**src/rtl/br_pkg.sv**
```systemverilog
// Shared constants and encodings for the register-bank write arbiter.
package br_pkg;

  localparam int BR_DATA_W = 32;
  localparam int BR_ADDR_W = 5;
  localparam int BR_NREG   = 32;

  typedef enum logic {
    ST_INIT = 1'b0,
    ST_RUN  = 1'b1
  } state_e;

  typedef enum logic {
    GNT_0 = 1'b0,
    GNT_1 = 1'b1
  } gnt_e;

endpackage

```
**src/rtl/rr_arb2.sv**
```systemverilog
// Two-input round-robin arbiter; purely combinational, the caller owns last_grant.
module rr_arb2
  import br_pkg::*;
(
  input  logic [1:0] eligible_i,
  input  gnt_e       last_grant_i,
  output logic       gnt_valid_o,
  output gnt_e       gnt_idx_o
);

  always_comb begin
    gnt_valid_o = |eligible_i;
    if (&eligible_i) begin
      gnt_idx_o = (last_grant_i == GNT_1) ? GNT_0 : GNT_1;
    end else if (eligible_i[1]) begin
      gnt_idx_o = GNT_1;
    end else begin
      gnt_idx_o = GNT_0;
    end
  end

endmodule

```
**src/rtl/br_write_arbiter.sv**
```systemverilog
// Owns the register bank write port: zero-fill sweep after reset, then
// round-robin sharing between two req/ack requesters with registered outputs.
module br_write_arbiter
  import br_pkg::*;
#(
  parameter int DATA_W       = BR_DATA_W,
  parameter int ADDR_W       = BR_ADDR_W,
  parameter int NREG         = BR_NREG,
  parameter bit ZERO_PROTECT = 1'b0
) (
  input  logic              clk,
  input  logic              rst,
  input  logic              req0,
  input  logic [ADDR_W-1:0] addr0,
  input  logic [DATA_W-1:0] data0,
  output logic              ack0,
  input  logic              req1,
  input  logic [ADDR_W-1:0] addr1,
  input  logic [DATA_W-1:0] data1,
  output logic              ack1,
  output logic              WE,
  output logic [ADDR_W-1:0] AW,
  output logic [DATA_W-1:0] DataIn,
  output logic              busy
);

  state_e            state_q, state_d;
  logic [ADDR_W-1:0] init_ptr_q, init_ptr_d;
  gnt_e              last_grant_q, last_grant_d;
  logic              we_q, we_d;
  logic [ADDR_W-1:0] aw_q, aw_d;
  logic [DATA_W-1:0] data_q, data_d;
  logic              ack0_q, ack0_d;
  logic              ack1_q, ack1_d;
  logic              busy_q, busy_d;

  logic [1:0]        eligible;
  logic              gnt_valid;
  gnt_e              gnt_idx;
  logic [ADDR_W-1:0] gnt_addr;
  logic [DATA_W-1:0] gnt_data;

  // A requester whose ack is showing this cycle is still holding the old
  // request, so it must sit out one arbitration round.
  assign eligible = {req1 & ~ack1_q, req0 & ~ack0_q};

  rr_arb2 u_arb (
    .eligible_i   (eligible),
    .last_grant_i (last_grant_q),
    .gnt_valid_o  (gnt_valid),
    .gnt_idx_o    (gnt_idx)
  );

  assign gnt_addr = (gnt_idx == GNT_1) ? addr1 : addr0;
  assign gnt_data = (gnt_idx == GNT_1) ? data1 : data0;

  always_comb begin
    // NOTE: every signal gets a default before the case so no path leaves it
    // unassigned; that is what keeps this block from inferring latches.
    state_d      = state_q;
    init_ptr_d   = init_ptr_q;
    last_grant_d = last_grant_q;
    we_d         = 1'b0;
    aw_d         = aw_q;
    data_d       = data_q;
    ack0_d       = 1'b0;
    ack1_d       = 1'b0;
    busy_d       = busy_q;

    case (state_q)
      ST_INIT: begin
        we_d       = 1'b1;
        aw_d       = init_ptr_q;
        data_d     = '0;
        init_ptr_d = init_ptr_q + ADDR_W'(1);
        if (init_ptr_q == ADDR_W'(NREG - 1)) begin
          state_d    = ST_RUN;
          busy_d     = 1'b0;
          init_ptr_d = '0;
        end
      end
      ST_RUN: begin
        if (gnt_valid) begin
          last_grant_d = gnt_idx;
          ack0_d       = (gnt_idx == GNT_0);
          ack1_d       = (gnt_idx == GNT_1);
          // Protected address 0: the requester is released but the bank port
          // keeps its previous address/data with WE low.
          if (!(ZERO_PROTECT && (gnt_addr == '0))) begin
            we_d   = 1'b1;
            aw_d   = gnt_addr;
            data_d = gnt_data;
          end
        end
      end
    endcase
  end

  // NOTE: state registers use non-blocking assignments so every flop samples
  // the pre-edge values regardless of statement order.
  always_ff @(posedge clk or posedge rst) begin
    if (rst) begin
      state_q      <= ST_INIT;
      init_ptr_q   <= '0;
      last_grant_q <= GNT_1;
      we_q         <= 1'b0;
      aw_q         <= '0;
      data_q       <= '0;
      ack0_q       <= 1'b0;
      ack1_q       <= 1'b0;
      busy_q       <= 1'b1;
    end else begin
      state_q      <= state_d;
      init_ptr_q   <= init_ptr_d;
      last_grant_q <= last_grant_d;
      we_q         <= we_d;
      aw_q         <= aw_d;
      data_q       <= data_d;
      ack0_q       <= ack0_d;
      ack1_q       <= ack1_d;
      busy_q       <= busy_d;
    end
  end

  assign WE     = we_q;
  assign AW     = aw_q;
  assign DataIn = data_q;
  assign ack0   = ack0_q;
  assign ack1   = ack1_q;
  assign busy   = busy_q;

endmodule
```
**config.mk**
```make
export PLATFORM = sky130hd
export DESIGN_NAME = br_write_arbiter
export DESIGN_NICKNAME = d
export VERILOG_FILES = /design/src/rtl/br_pkg.sv /design/src/rtl/rr_arb2.sv /design/src/rtl/br_write_arbiter.sv
export SDC_FILE = /design/constraint.sdc
export NUM_CORES = 1
export LEC_CHECK = 0
export ABC_AREA = 1
export BUFFER_PORTS_ARGS = -buffer_cell sky130_fd_sc_hd__buf_2
export CORE_MARGIN = 2
export CORE_UTILIZATION = 47
export CTS_CLUSTER_DIAMETER = 150
export DETAILED_ROUTE_END_ITERATION = 6
export PLACE_DENSITY = 0.8
export SLEW_MARGIN = 25
export SYNTH_ARGS = -nofsm -noshare
export SYNTH_HDL_FRONTEND = slang
export SYNTH_SLANG_ARGS = --single-unit
```
**constraint.sdc**
```tcl
create_clock -name clk -period 1.5 [get_ports clk]
set_input_delay 0.15 -clock clk [delete_from_list [all_inputs] [get_ports clk]]
set_output_delay 0.15 -clock clk [all_outputs]
set_load 0.02 [all_outputs]
```
==> metrics.log, run 1 <==
INFO  metric status = completed
INFO  metric drive_above_1_share = around a third
INFO  metric critPathKind = reg2reg
INFO  metric num_io_pins = about 120
INFO  metric fmax = 0.740 GHz
INFO  metric chipHeight = between 70 and 80 µm
INFO  metric hold_viol = 0
INFO  metric leading_cell_type_in_the_layout_fill_and_taps_excluded = sky130_fd_sc_hd__buf_2
INFO  metric numClockSinks = 48
INFO  metric worst_setup_path_startpoint = init_ptr_q[0]$_DFFE_PP0N_
INFO  metric port_buffers = 118
INFO  metric synth-warning-count = 0
INFO  metric critical_path.endpoint_type = flop
INFO  metric post-route-min-period = 1.35 ns
INFO  metric pin_count_of_the_biggest_net_entering_global_routing = 31
INFO  metric final_area = about 0.0035 mm²
INFO  metric area_growth_syn_to_layout = 29.9%
INFO  metric timing.slew.headroom = a little under three quarters
INFO  metric cts.path.max_buffers = 2
INFO  metric vias_cell = approximately 4.8
INFO  metric grt_antenna_before_repair = 0
INFO  metric clock-root-buffer = sky130_fd_sc_hd__clkbuf_8
INFO  metric grt_usage = 21.0%
INFO  metric num-fill-cells = 494
INFO  metric route.antenna.remaining_nets = 0
INFO  metric placementRows = 27
INFO  metric synth-seq-cells = 48
INFO  metric timing.rr.start = init_ptr_q[0]$_DFFE_PP0N_
INFO  metric total_nets_after_synthesis = 434
INFO  metric synthesis.area_per_instance = 7.58 µm²
INFO  metric die_area = 0.00631 mm²
INFO  metric unrepaired_setup_endpoints_after_global_routing = no
INFO  metric drt_first_pass_iters = 4
INFO  metric area_of_the_mapped_netlist = around 0.0027 mm²
INFO  metric vias = 2626
INFO  metric layout_common_cells = sky130_fd_sc_hd__buf_2, sky130_fd_sc_hd__nand2_1, sky130_fd_sc_hd__inv_1, sky130_fd_sc_hd__dfrtp_1
INFO  metric drt-wirelength-per-cell = approximately 12 µm
INFO  metric holdCritPathClass = in2reg
INFO  metric area_inside_the_core_boundary = 0.00551 mm²
INFO  metric drt_drc_violations_left = 0
INFO  metric worst_hold_startpoint = data0[6]
INFO  metric leakage_power_of_the_design = approximately 2.0 nW
INFO  metric drt-total-wl = 6610 µm
INFO  metric worst-endpoint-required = roughly 1.7 ns
INFO  metric grt_first_pass_wirelength = 10500 µm
INFO  metric worst-endpoint-arrival = approximately 1.6 ns
INFO  metric htreeDepth = 2
INFO  metric crit_path_max_fanout = 3
INFO  metric number_of_unique_standard_cell_types_used_by_synthesis = 21
INFO  metric final.setup.tns = 0 ns
INFO  metric vdd_drop_max = between 0.5 and 0.6 mV
INFO  metric die_x = approximately 79 µm
INFO  metric clock_skew = just under 0.007 ns
INFO  metric clkSlewWorstSetupHoldPaths = ~0.090 ns
INFO  metric cts_tree = yes
INFO  metric placedInstanceArea = around 0.0034 mm²
INFO  metric critPathLaunchType = flop
INFO  metric synthCells = approximately 350
INFO  metric power_density = between 1000 and 1500 mW/mm²
INFO  metric antenna-diode-count = 0
INFO  metric slew_violations = 0
INFO  metric max-cap-violations = 0
INFO  metric cts_made_buffers = 5
INFO  metric hpwl = 4920 µm
INFO  metric synth.yosys.seq_area_share = roughly 45%
INFO  metric finalSetupViolations = 0
INFO  metric drtIter0Drc = about 130
INFO  metric worst_pin_slew = about 0.43 ns
INFO  metric finalNetCount = between 500 and 600
INFO  metric routabilityCongestion = around 0.82
INFO  metric via_count_of_the_first_global_routing_pass = 2384
INFO  metric worst_skew_pair.late_latency = 0.30 ns
INFO  metric min_period_over_period = 90.1%
INFO  metric grt.overflow.total = 0
INFO  metric initial_utilization = between 40 and 50%
-- through the flow --
stage / util [%] / std cells / hold slack [ns] / power, mW / setup WS [ns]
after floorplan: - / 353 / 0.361 / 2.68 / 0.209
after global placement: 61.0 / 534 / 0.166 / 3.20 / 0.146
after detailed placement: 61.0 / 534 / 0.178 / 3.24 / 0.0179
after CTS: 63.0 / 543 / 0.144 / 4.06 / 0.00224
after global routing: 63.1 / 543 / 0.163 / 4.28 / 0.0371
final: 63.1 / 543 / 0.150 / 4.02 / 0.149
-- synth_stat cells --
cell	n	share of area (%)
sky130_fd_sc_hd__a31oi_1	1	0.23
sky130_fd_sc_hd__nor2_4	1	0.42
sky130_fd_sc_hd__nor2_1	22	3.1
sky130_fd_sc_hd__nand2_1	115	16
sky130_fd_sc_hd__a21oi_1	2	0.37
sky130_fd_sc_hd__o21ai_0	2	0.37
sky130_fd_sc_hd__clkbuf_1	2	0.28
sky130_fd_sc_hd__buf_4	7	2.0
sky130_fd_sc_hd__inv_1	52	7.3
sky130_fd_sc_hd__nand3_1	37	6.9
sky130_fd_sc_hd__ha_1	3	1.4
sky130_fd_sc_hd__nand3_2	2	0.75
sky130_fd_sc_hd__dfstp_2	2	2.0
sky130_fd_sc_hd__or2_2	1	0.23
sky130_fd_sc_hd__nand4_1	1	0.23
sky130_fd_sc_hd__dfrtp_1	46	43
sky130_fd_sc_hd__buf_2	5	0.94
sky130_fd_sc_hd__inv_2	5	0.70
sky130_fd_sc_hd__nor3_1	4	0.75
sky130_fd_sc_hd__nand3b_1	37	10
sky130_fd_sc_hd__buf_6	6	2.5
-- layout make-up --
cell class                      instances  area [µm²]  share of cell area, %
Sequential cell                        48        1200                   34.6
Multi-Input combinational cell        228        1110                   32.0
Timing Repair Buffer                  130         758                   21.8
Inverter                               57         214                   6.16
Tap cell                               72        90.1                   2.59
Clock buffer                            6        82.6                   2.38
Clock inverter                          2        15.0                  0.432
-- registers in the layout, indices dropped and copies added, names as in the netlist --
name / flops
DataIn: 32
state_q: 1
WE: 1
ack1: 1
last_grant_q: 1
busy: 1
ack0: 1
init_ptr_q: 5
AW: 5
-- critical path: stages (launching register included) --
cell	delay [ns]
sky130_fd_sc_hd__dfrtp_1	0.41
sky130_fd_sc_hd__ha_1	0.22
sky130_fd_sc_hd__inv_1	0.09
sky130_fd_sc_hd__nor3_2	0.06
sky130_fd_sc_hd__ha_1	0.17
sky130_fd_sc_hd__inv_1	0.06
sky130_fd_sc_hd__nor2_2	0.04
sky130_fd_sc_hd__nor3_1	0.21
-- where the power goes --
part | leakage (nW) | total (mW) | internal [mW] | switching, mW
combinational | 1.40 | 1.49 | 0.556 | 0.939
sequential | 0.578 | 1.71 | 1.56 | 0.154
clock | 0.0434 | 0.811 | 0.374 | 0.437
-- cells by family after synthesis --
kind of cell	synth area share [%]
buffers and inverters	13.7
AND/OR/NAND/NOR	38.9
AO/OA/AOI/OAI	0.982
adder cells (fa/ha/maj)	1.40
flip-flops	45.0
-- repair_timing --
item	in CTS	in global routing
setup endpoints to repair	0	4
endpoints found under the hold margin	17	0
hold buffers	1	0
resized for setup	0	2
setup buffers	0	0
-- final timing paths --
check	endpoint	slack, ns	cells after the start
setup / recovery	init_ptr_q[2]$_DFFE_PP0N_	0.15	7
hold / removal	DataIn[6]$_DFFE_PP0P_	0.15	5
setup reg to reg	init_ptr_q[2]$_DFFE_PP0N_	0.15	7
hold reg to reg	busy$_DFFE_PP1P_	0.45	2
max in group asynchronous	last_grant_q$_DFFE_PP1P_	0.54	4
min in group asynchronous	DataIn[27]$_DFFE_PP0P_	0.39	3
-- per-layer routing --
layer	track usage (%)	vias to the layer above	wire, µm
li1	-	1311	-
met1	26.4	1195	2780
met2	37.0	114	3250
met3	4.64	6	523
met4	4.66	0	55
met5	0	-	0
(Power assumes the default switching activity.)
==> run 2, diff against run 1 <==
CORE_UTILIZATION = 44   (was 47)
PLACE_DENSITY = 0.79   (was 0.8)
SYNTH_HIERARCHICAL = 1   (was unset)
==> metrics.log, run 2 <==
INFO  metric cp_num_buf_inv = 3 (+1)
INFO  metric clock_skew = 0.00801 ns (+0.00116 ns)
INFO  metric layout_common_cells = sky130_fd_sc_hd__nand2_1, sky130_fd_sc_hd__buf_2, sky130_fd_sc_hd__dfrtp_1, sky130_fd_sc_hd__nand3_1, sky130_fd_sc_hd__inv_1
INFO  metric grt_antenna_before_repair = 0 (unchanged)
INFO  metric drt_first_pass_iters = 4 (unchanged)
INFO  metric synth.yosys.seq_area_share = 55.4% (+10 points)
INFO  metric leading_cell_type_in_the_layout_fill_and_taps_excluded = sky130_fd_sc_hd__nand2_1
INFO  metric cts.path.max_buffers = 2 (unchanged)
INFO  metric num-fill-cells = 419 (-15%)
INFO  metric power.sequential.fraction = 43.6% (+1.0 points)
INFO  metric post_synth_most_frequent_cells = sky130_fd_sc_hd__nand2_1, sky130_fd_sc_hd__dfrtp_1, sky130_fd_sc_hd__nand3_1
INFO  metric synth-seq-cells = 48 (unchanged)
INFO  metric yosys.area.top_type_share = 53.0% (+10 points)
INFO  metric placementRows = 25 (-7.4%)
INFO  metric cts_made_buffers = 5 (unchanged)
INFO  metric final-seq-area = 0.00120 mm² (unchanged)
INFO  metric crit_path_max_fanout = 12 (+9)
INFO  metric grt_first_pass_wirelength = 8900 µm (-16%)
INFO  metric vias = 2105 (-20%)
INFO  metric area_growth_syn_to_layout = 39.0%
INFO  metric synth_edf_count = 0 (unchanged)
INFO  metric finalNetCount = 474 (-14%)
INFO  metric numClockSinks = 48 (unchanged)
INFO  metric status = completed
INFO  metric timing.slew.headroom = 78.8% (+7.2 points)
INFO  metric crit_path_max_incr_delay = 0.38 ns (-0.03 ns)
INFO  metric power_density = 1290 mW/mm² (+12%)
INFO  metric worst_slack_at_placement = 0.0686 ns (+0.0507 ns)
INFO  metric worst-endpoint-arrival = 1.68 ns (+0.12 ns)
INFO  metric drt-wirelength-per-cell = 12.0 µm (-1.3%)
INFO  metric largest_register_ff_count = 32 (unchanged)
INFO  metric worst_skew_pair.late_latency = 0.30 ns (about the same)
INFO  metric clock-root-buffer = sky130_fd_sc_hd__clkbuf_8
INFO  metric finalSetupViolations = 0 (unchanged)
INFO  metric fmax = 0.695 GHz (-6.1%)
INFO  metric drt_drc_violations_left = 0 (unchanged)
INFO  metric clock_power_share = 23.8% (+3.6 points)
INFO  metric power.internal = 2.52 mW (+1.2%)
INFO  metric timing.critical_path.cells = nor2_1, inv_1, a21oi_2, inv_1, nor2_4, buf_4, nand2_1, nand3_1
INFO  metric grt.overflow.total = 0 (unchanged)
INFO  metric holdCritPathClass = in2reg
INFO  metric drtIter0Drc = 87 (-33%)
INFO  metric fin_hold_ws = 0.0399 ns (-0.110 ns)
INFO  metric postLayoutSetupSlackWorst = 0.0615 ns (-0.0873 ns)
INFO  metric leakage_power_of_the_design = 1.71 nW (-16%)
INFO  metric post-route-min-period = 1.44 ns (+0.0873 ns)
INFO  metric route.antenna.remaining_nets = 0 (unchanged)
INFO  metric die_x = 74.2 µm (-6.5%)
INFO  metric area_inside_the_core_boundary = 0.00475 mm² (-14%)
INFO  metric worst_pin_slew = 0.318 ns (-0.108 ns)
INFO  metric cp_num_cells = 8 (+1)
INFO  metric synthesis.area_per_instance = 8.04 µm² (+6.1%)
INFO  metric slew_violations = 0 (unchanged)
INFO  metric p_comb_share = 32.6% (-4.6 points)
INFO  metric grt_usage = 21.1% (+0.063 points)
INFO  metric switchingPower = 1.37 mW (-10%)
INFO  metric die_area = 0.00551 mm² (-13%)
INFO  metric cpMaxStageDelayCell = sky130_fd_sc_hd__dfrtp_1
INFO  metric drive_above_1_share = 37.1% (+5.0 points)
INFO  metric hpwl = 4220 µm (-14%)
INFO  metric vias_cell = 4.57 (-5.6%)
INFO  metric drt-total-wl = 5540 µm (-16%)
INFO  metric clkSlewWorstSetupHoldPaths = 0.09 ns (about the same)
INFO  metric antenna-diode-count = 0 (unchanged)
INFO  metric synthArstFlopShare = 100% (unchanged)
INFO  metric critPathLaunchType = flop
INFO  metric final_util = 63.4% (+0.33 points)
INFO  metric number_of_unique_standard_cell_types_used_by_synthesis = 19 (-9.5%)
INFO  metric chipHeight = 74.2 µm (-6.5%)
INFO  metric via_count_of_the_first_global_routing_pass = 2033 (-15%)
INFO  metric critical_path.endpoint_type = flop
INFO  metric htreeDepth = 2 (unchanged)
INFO  metric synthMostInstantiatedCell = sky130_fd_sc_hd__nand2_1
INFO  metric vdd_drop_max = 0.605 mV (+2.3%)
INFO  metric cts.repair_timing.setup_buffer_count = 0 (unchanged)
INFO  metric area_of_the_mapped_netlist = 0.00217 mm² (-19%)
INFO  metric worst-endpoint-required = 1.74 ns (+0.03 ns)
INFO  metric synthDominantAreaCellType = sky130_fd_sc_hd__dfrtp_1
INFO  metric synth-warning-count = 6 (+6)
INFO  metric total_power = 3.89 mW (-3.2%)
INFO  metric leading_post_synthesis_cells_by_cell_area = sky130_fd_sc_hd__dfrtp_1, sky130_fd_sc_hd__nand2_1, sky130_fd_sc_hd__nand3_1
INFO  metric routabilityCongestion = 0.825 (+0.72%)
INFO  metric hold_viol = 0 (unchanged)
INFO  metric pin_count_of_the_biggest_net_entering_global_routing = 33 (+6.5%)
INFO  metric r2r.worst_path.cells = 8 (+1)
INFO  metric min_period_over_period = 95.9% (+5.8 points)
INFO  metric hold-path-cell-count = 3 (-2)
INFO  metric switching_share = 35.2% (-2.8 points)
INFO  metric initial_utilization = 45.7% (-2.9 points)
INFO  metric cts_tree = yes
INFO  metric dominantRegCellSynth = sky130_fd_sc_hd__dfrtp_1
INFO  metric port_buffers = 118 (unchanged)
INFO  metric multi_input_comb_area = 850 µm² (-24%)
INFO  metric total_nets_after_synthesis = 351 (-19%)
INFO  metric synthCells = 270 (-24%)
INFO  metric num_io_pins = 119 (unchanged)
INFO  metric worst_path_most_repeated_cell = sky130_fd_sc_hd__inv_1
INFO  metric max-cap-violations = 0 (unchanged)
INFO  metric critPathTopFamily = simple AND/OR/NAND/NOR gates
INFO  metric critPathKind = reg2reg
run 2: timing repair:
action | CTS | global route
setup endpoints to repair | 0 | 23
hold buffers | 1 | 0
hold endpoints to repair | 6 | 0
gates resized for setup | 0 | 9
run 2: worst paths after layout:
check / slack, ns / from / to
worst max-delay path: 0.06 / ack1$_DFF_PP0_ / DataIn[5]$_DFFE_PP0P_
worst min-delay path: 0.04 / data0[31] / DataIn[31]$_DFFE_PP0P_
worst max register to register: 0.06 / ack1$_DFF_PP0_ / DataIn[5]$_DFFE_PP0P_
worst min register to register: 0.45 / busy$_DFFE_PP1P_ / busy$_DFFE_PP1P_
max in group asynchronous: 0.67 / rst / DataIn[15]$_DFFE_PP0P_
min in group asynchronous: 0.27 / rst / ack1$_DFF_PP0_
run 2: metal layers:
| layer | vias to the layer above | GRT usage [%] | wire, µm |
|---|---|---|---|
| met1 | 953 | 25.5 | 2350 |
| met2 | 64 | 37.0 | 2810 |
| met4 | 0 | 7.74 | 86 |
| li1 | 1080 | - | - |
| met3 | 8 | 4.74 | 286 |
| met5 | - | 0 | 0 |
run 2: power groups by stage:
stage	combinational, mW	sequential [mW]	clock, mW
floorplan	0.439	2.03	0
CTS	1.26	1.70	0.942
finish	1.27	1.70	0.925
detailed placement	1.27	1.71	0
global placement	1.24	1.71	0
global route	1.39	1.73	0.977
run 2: cells by family after synthesis:
group                      share of synthesized area, %
AOI/OAI and AO/OA                                 0.691
xor gates and xnor gates                          0.404
adders and majority gates                          1.73
buffers and inverters                              6.74
DFF                                                55.4
and+or+nand+nor                                    35.0
run 2: stage by stage:
step / std cells / setup TNS [ns] / area, µm²
after global routing: 461 / -0.212 / 3020
after global placement: 452 / 0 / 2860
after CTS: 461 / 0 / 2980
after floorplan: 270 / 0 / 2170
after detailed placement: 452 / 0 / 2860
final: 461 / 0 / 3020
run 2: area by class of cell:
type	instances	share of cell area (%)
Multi-Input combinational cell	192	28.2
Clock inverter	2	1.16
Clock buffer	6	2.41
Sequential cell	48	39.9
Timing Repair Buffer	128	23.4
Inverter	18	2.24
Tap cell	67	2.78
run 2: worst reg2reg max path, cell delays in order, from the launching register on:
cell and delay (ns):
sky130_fd_sc_hd__dfrtp_1 0.38, sky130_fd_sc_hd__nor2_1 0.13, sky130_fd_sc_hd__inv_1 0.06, sky130_fd_sc_hd__a21oi_2 0.18, sky130_fd_sc_hd__inv_1 0.11, sky130_fd_sc_hd__nor2_4 0.15, sky130_fd_sc_hd__buf_4 0.20, sky130_fd_sc_hd__nand2_1 0.07
sky130_fd_sc_hd__nand3_1 0.09
==> run 3, diff against run 2 <==
CORE_MARGIN = unset   (was 2)
CORE_UTILIZATION = 47   (was 44)
PLACE_DENSITY = 0.8   (was 0.79)
SYNTH_HIERARCHICAL = unset   (was 1)
==> metrics.log, run 3 (synthesized netlist as in run 1, its figures left out) <==
INFO  metric chipHeight = 77.4 µm (+4.3%)
INFO  metric grt_first_pass_wirelength = 11100 µm (+25%)
INFO  metric grt_antenna_before_repair = 0 (unchanged)
INFO  metric num-fill-cells = 512 (+22%)
INFO  metric initial_utilization = 48.6% (+2.9 points)
INFO  metric switchingPower = 1.51 mW (+10%)
INFO  metric critPathLaunchType = flop
INFO  metric crit_path_max_incr_delay = 0.40 ns (+0.02 ns)
INFO  metric cts_made_buffers = 5 (unchanged)
INFO  metric critPathTopFamily = flip-flops
INFO  metric hold-path-cell-count = 5 (+2)
INFO  metric worst_hold_startpoint = data0[5]
INFO  metric grt.overflow.total = 0 (unchanged)
INFO  metric final_area = 0.00346 mm² (+15%)
INFO  metric layout_common_cells = sky130_fd_sc_hd__buf_2, sky130_fd_sc_hd__nand2_1, sky130_fd_sc_hd__inv_1, sky130_fd_sc_hd__dfrtp_1
INFO  metric drive_above_1_share = 32.3% (-4.8 points)
INFO  metric multi_input_comb_area = 0.00111 mm² (+31%)
INFO  metric antenna-diode-count = 0 (unchanged)
INFO  metric worst-endpoint-arrival = 1.55 ns (-0.13 ns)
INFO  metric area_inside_the_core_boundary = 0.00551 mm² (+16%)
INFO  metric clock_power_share = 19.9% (-3.9 points)
INFO  metric die_area = 0.00600 mm² (+8.8%)
INFO  metric finalNetCount = 551 (+16%)
INFO  metric final_util = 62.9% (-0.55 points)
INFO  metric via_count_of_the_first_global_routing_pass = 2456 (+21%)
INFO  metric leakage_power_of_the_design = 2.03 nW (+19%)
INFO  metric p_comb_share = 37.4% (+4.8 points)
INFO  metric drt_drc_violations_left = 0 (unchanged)
INFO  metric total_power = 3.99 mW (+2.4%)
INFO  metric drt-wirelength-per-cell = 12.4 µm (+3.4%)
INFO  metric max-cap-violations = 0 (unchanged)
INFO  metric area_growth_syn_to_layout = 29.5%
INFO  metric clock-root-buffer = sky130_fd_sc_hd__clkbuf_8
INFO  metric critPathKind = reg2reg
INFO  metric hpwl = 4860 µm (+15%)
INFO  metric cts_tree = yes
INFO  metric finalSetupViolations = 0 (unchanged)
INFO  metric status = completed
INFO  metric worst_skew_pair.late_latency = 0.29 ns (about the same)
INFO  metric r2r.worst_path.cells = 7 (-1)
INFO  metric fmax = 0.727 GHz (+4.5%)
INFO  metric cts.path.max_buffers = 2 (unchanged)
INFO  metric timing.slew.headroom = 67.3% (-11 points)
INFO  metric cpMaxStageDelayCell = sky130_fd_sc_hd__dfrtp_1
INFO  metric hold-path-endpoint = DataIn[5]$_DFFE_PP0P_
INFO  metric drtIter0Drc = 163 (+87%)
INFO  metric post-route-min-period = 1.38 ns (-0.0625 ns)
INFO  metric placedInstanceArea = 0.00335 mm² (+17%)
INFO  metric grt_usage = 23.6% (+2.5 points)
INFO  metric critical_path.endpoint_type = flop
INFO  metric vias_cell = 4.76 (+4.3%)
INFO  metric final-seq-area = 0.00120 mm² (unchanged)
INFO  metric routabilityCongestion = 0.894 (+8.4%)
INFO  metric switching_share = 37.9% (+2.6 points)
INFO  metric vdd_drop_max = 0.607 mV (+0.21%)
INFO  metric clkSlewWorstSetupHoldPaths = 0.09 ns (about the same)
INFO  metric drt-total-wl = 6750 µm (+22%)
INFO  metric timing.critical_path.cells = ha_1, inv_1, nor3_2, ha_1, inv_1, nor2_2, nor3_1
INFO  metric critical_path.reg2reg.endpoint = init_ptr_q[0]$_DFFE_PP0N_
INFO  metric worst_pin_slew = 0.489 ns (+0.171 ns)
INFO  metric unrepaired_setup_endpoints_after_global_routing = no
INFO  metric min_period_over_period = 91.7% (-4.2 points)
INFO  metric crit_path_max_fanout = 4 (-8)
INFO  metric holdCritPathClass = in2reg
INFO  metric power_density = 1150 mW/mm² (-11%)
INFO  metric fin_hold_ws = 0.151 ns (+0.111 ns)
INFO  metric leading_cell_type_in_the_layout_fill_and_taps_excluded = sky130_fd_sc_hd__buf_2
INFO  metric power.internal = 2.48 mW (-1.8%)
INFO  metric route.antenna.remaining_nets = 0 (unchanged)
INFO  metric hold_viol = 0 (unchanged)
INFO  metric largest_register_ff_count = 32 (unchanged)
INFO  metric placementRows = 27 (+8.0%)
INFO  metric power.sequential.fraction = 42.7% (-0.9 points)
INFO  metric num_io_pins = 119 (unchanged)
INFO  metric pin_count_of_the_biggest_net_entering_global_routing = 33 (unchanged)
INFO  metric drt_first_pass_iters = 4 (unchanged)
INFO  metric slew_violations = 0 (unchanged)
INFO  metric clock_skew = 0.00454 ns (-0.00347 ns)
INFO  metric die_x = 77.4 µm (+4.3%)
INFO  metric numClockSinks = 48 (unchanged)
INFO  metric cp_num_buf_inv = 2 (-1)
INFO  metric htreeDepth = 2 (unchanged)
INFO  metric vias = 2585 (+23%)
INFO  metric cp_num_cells = 7 (-1)
INFO  metric reg2reg_setup_slack = 0.12 ns (+0.06 ns)
INFO  metric timing.rr.start = init_ptr_q[1]$_DFFE_PP0N_
INFO  metric port_buffers = 118 (unchanged)
INFO  metric worst-endpoint-required = 1.68 ns (-0.06 ns)
[run 3: worst max-delay path by stage]
stage	start	to	slack (ns)
2_1_floorplan	rst	AW[0]$_DFFE_PP0P_	0.21
3_3_place_gp	init_ptr_q[1]$_DFFE_PP0N_	init_ptr_q[0]$_DFFE_PP0N_	0.08
3_5_place_dp	init_ptr_q[1]$_DFFE_PP0N_	init_ptr_q[0]$_DFFE_PP0N_	-0.004
4_1_cts	init_ptr_q[1]$_DFFE_PP0N_	init_ptr_q[0]$_DFFE_PP0N_	0.08
5_1_grt	init_ptr_q[0]$_DFFE_PP0N_	init_ptr_q[0]$_DFFE_PP0N_	0.007
6_report	init_ptr_q[1]$_DFFE_PP0N_	init_ptr_q[0]$_DFFE_PP0N_	0.12
[run 3: routing by layer]
layer	vias to the layer above	part of all wire [%]	track usage, %
met1	1163	42	27.9
met5	-	0	0
li1	1313	-	-
met4	0	1.1	7.92
met2	101	50	42.4
met3	8	6.2	4.71
[run 3: power groups by stage]
stage	sequential, mW	combinational, mW	clock [mW]
floorplan	2.05	0.637	0
global placement	1.72	1.46	0
detailed placement	1.73	1.50	0
CTS	1.70	1.50	0.830
global route	1.74	1.65	0.871
finish	1.70	1.49	0.794
[run 3: area by class of cell]
class	count	area share (%)
repair buffers	130	21.5
flip-flops and latches	48	34.8
clock buffers	6	2.38
clock inverters	2	0.289
well taps	72	2.60
multi-input cells	228	32.2
inverters	57	6.25
[run 3: what timing repair did]
item / CTS / global route
gates resized for setup: 1 / 4
setup buffers: 0 / 0
setup endpoints to repair: 2 / 14
endpoints found under the hold margin: 19 / 0
hold buffers: 1 / 0
cloned: 0 / 0
[run 3: metrics by stage]
| step | std cells | setup TNS, ns | setup WS (ns) |
|---|---|---|---|
| 2_1_floorplan | 353 | 0 | 0.209 |
| 3_3_place_gp | 534 | 0 | 0.0778 |
| 3_5_place_dp | 534 | -0.00426 | -0.00426 |
| 4_1_cts | 543 | 0 | 0.0763 |
| 5_1_grt | 543 | 0 | 0.00733 |
| 6_report | 543 | 0 | 0.124 |
[run 3: worst register-to-register path: stages, from the launching register on]
cell	delay, ns
sky130_fd_sc_hd__dfrtp_1	0.40
sky130_fd_sc_hd__ha_1	0.19
sky130_fd_sc_hd__inv_1	0.07
sky130_fd_sc_hd__nor3_2	0.17
sky130_fd_sc_hd__ha_1	0.19
sky130_fd_sc_hd__inv_1	0.05
sky130_fd_sc_hd__nor2_2	0.12
sky130_fd_sc_hd__nor3_1	0.08
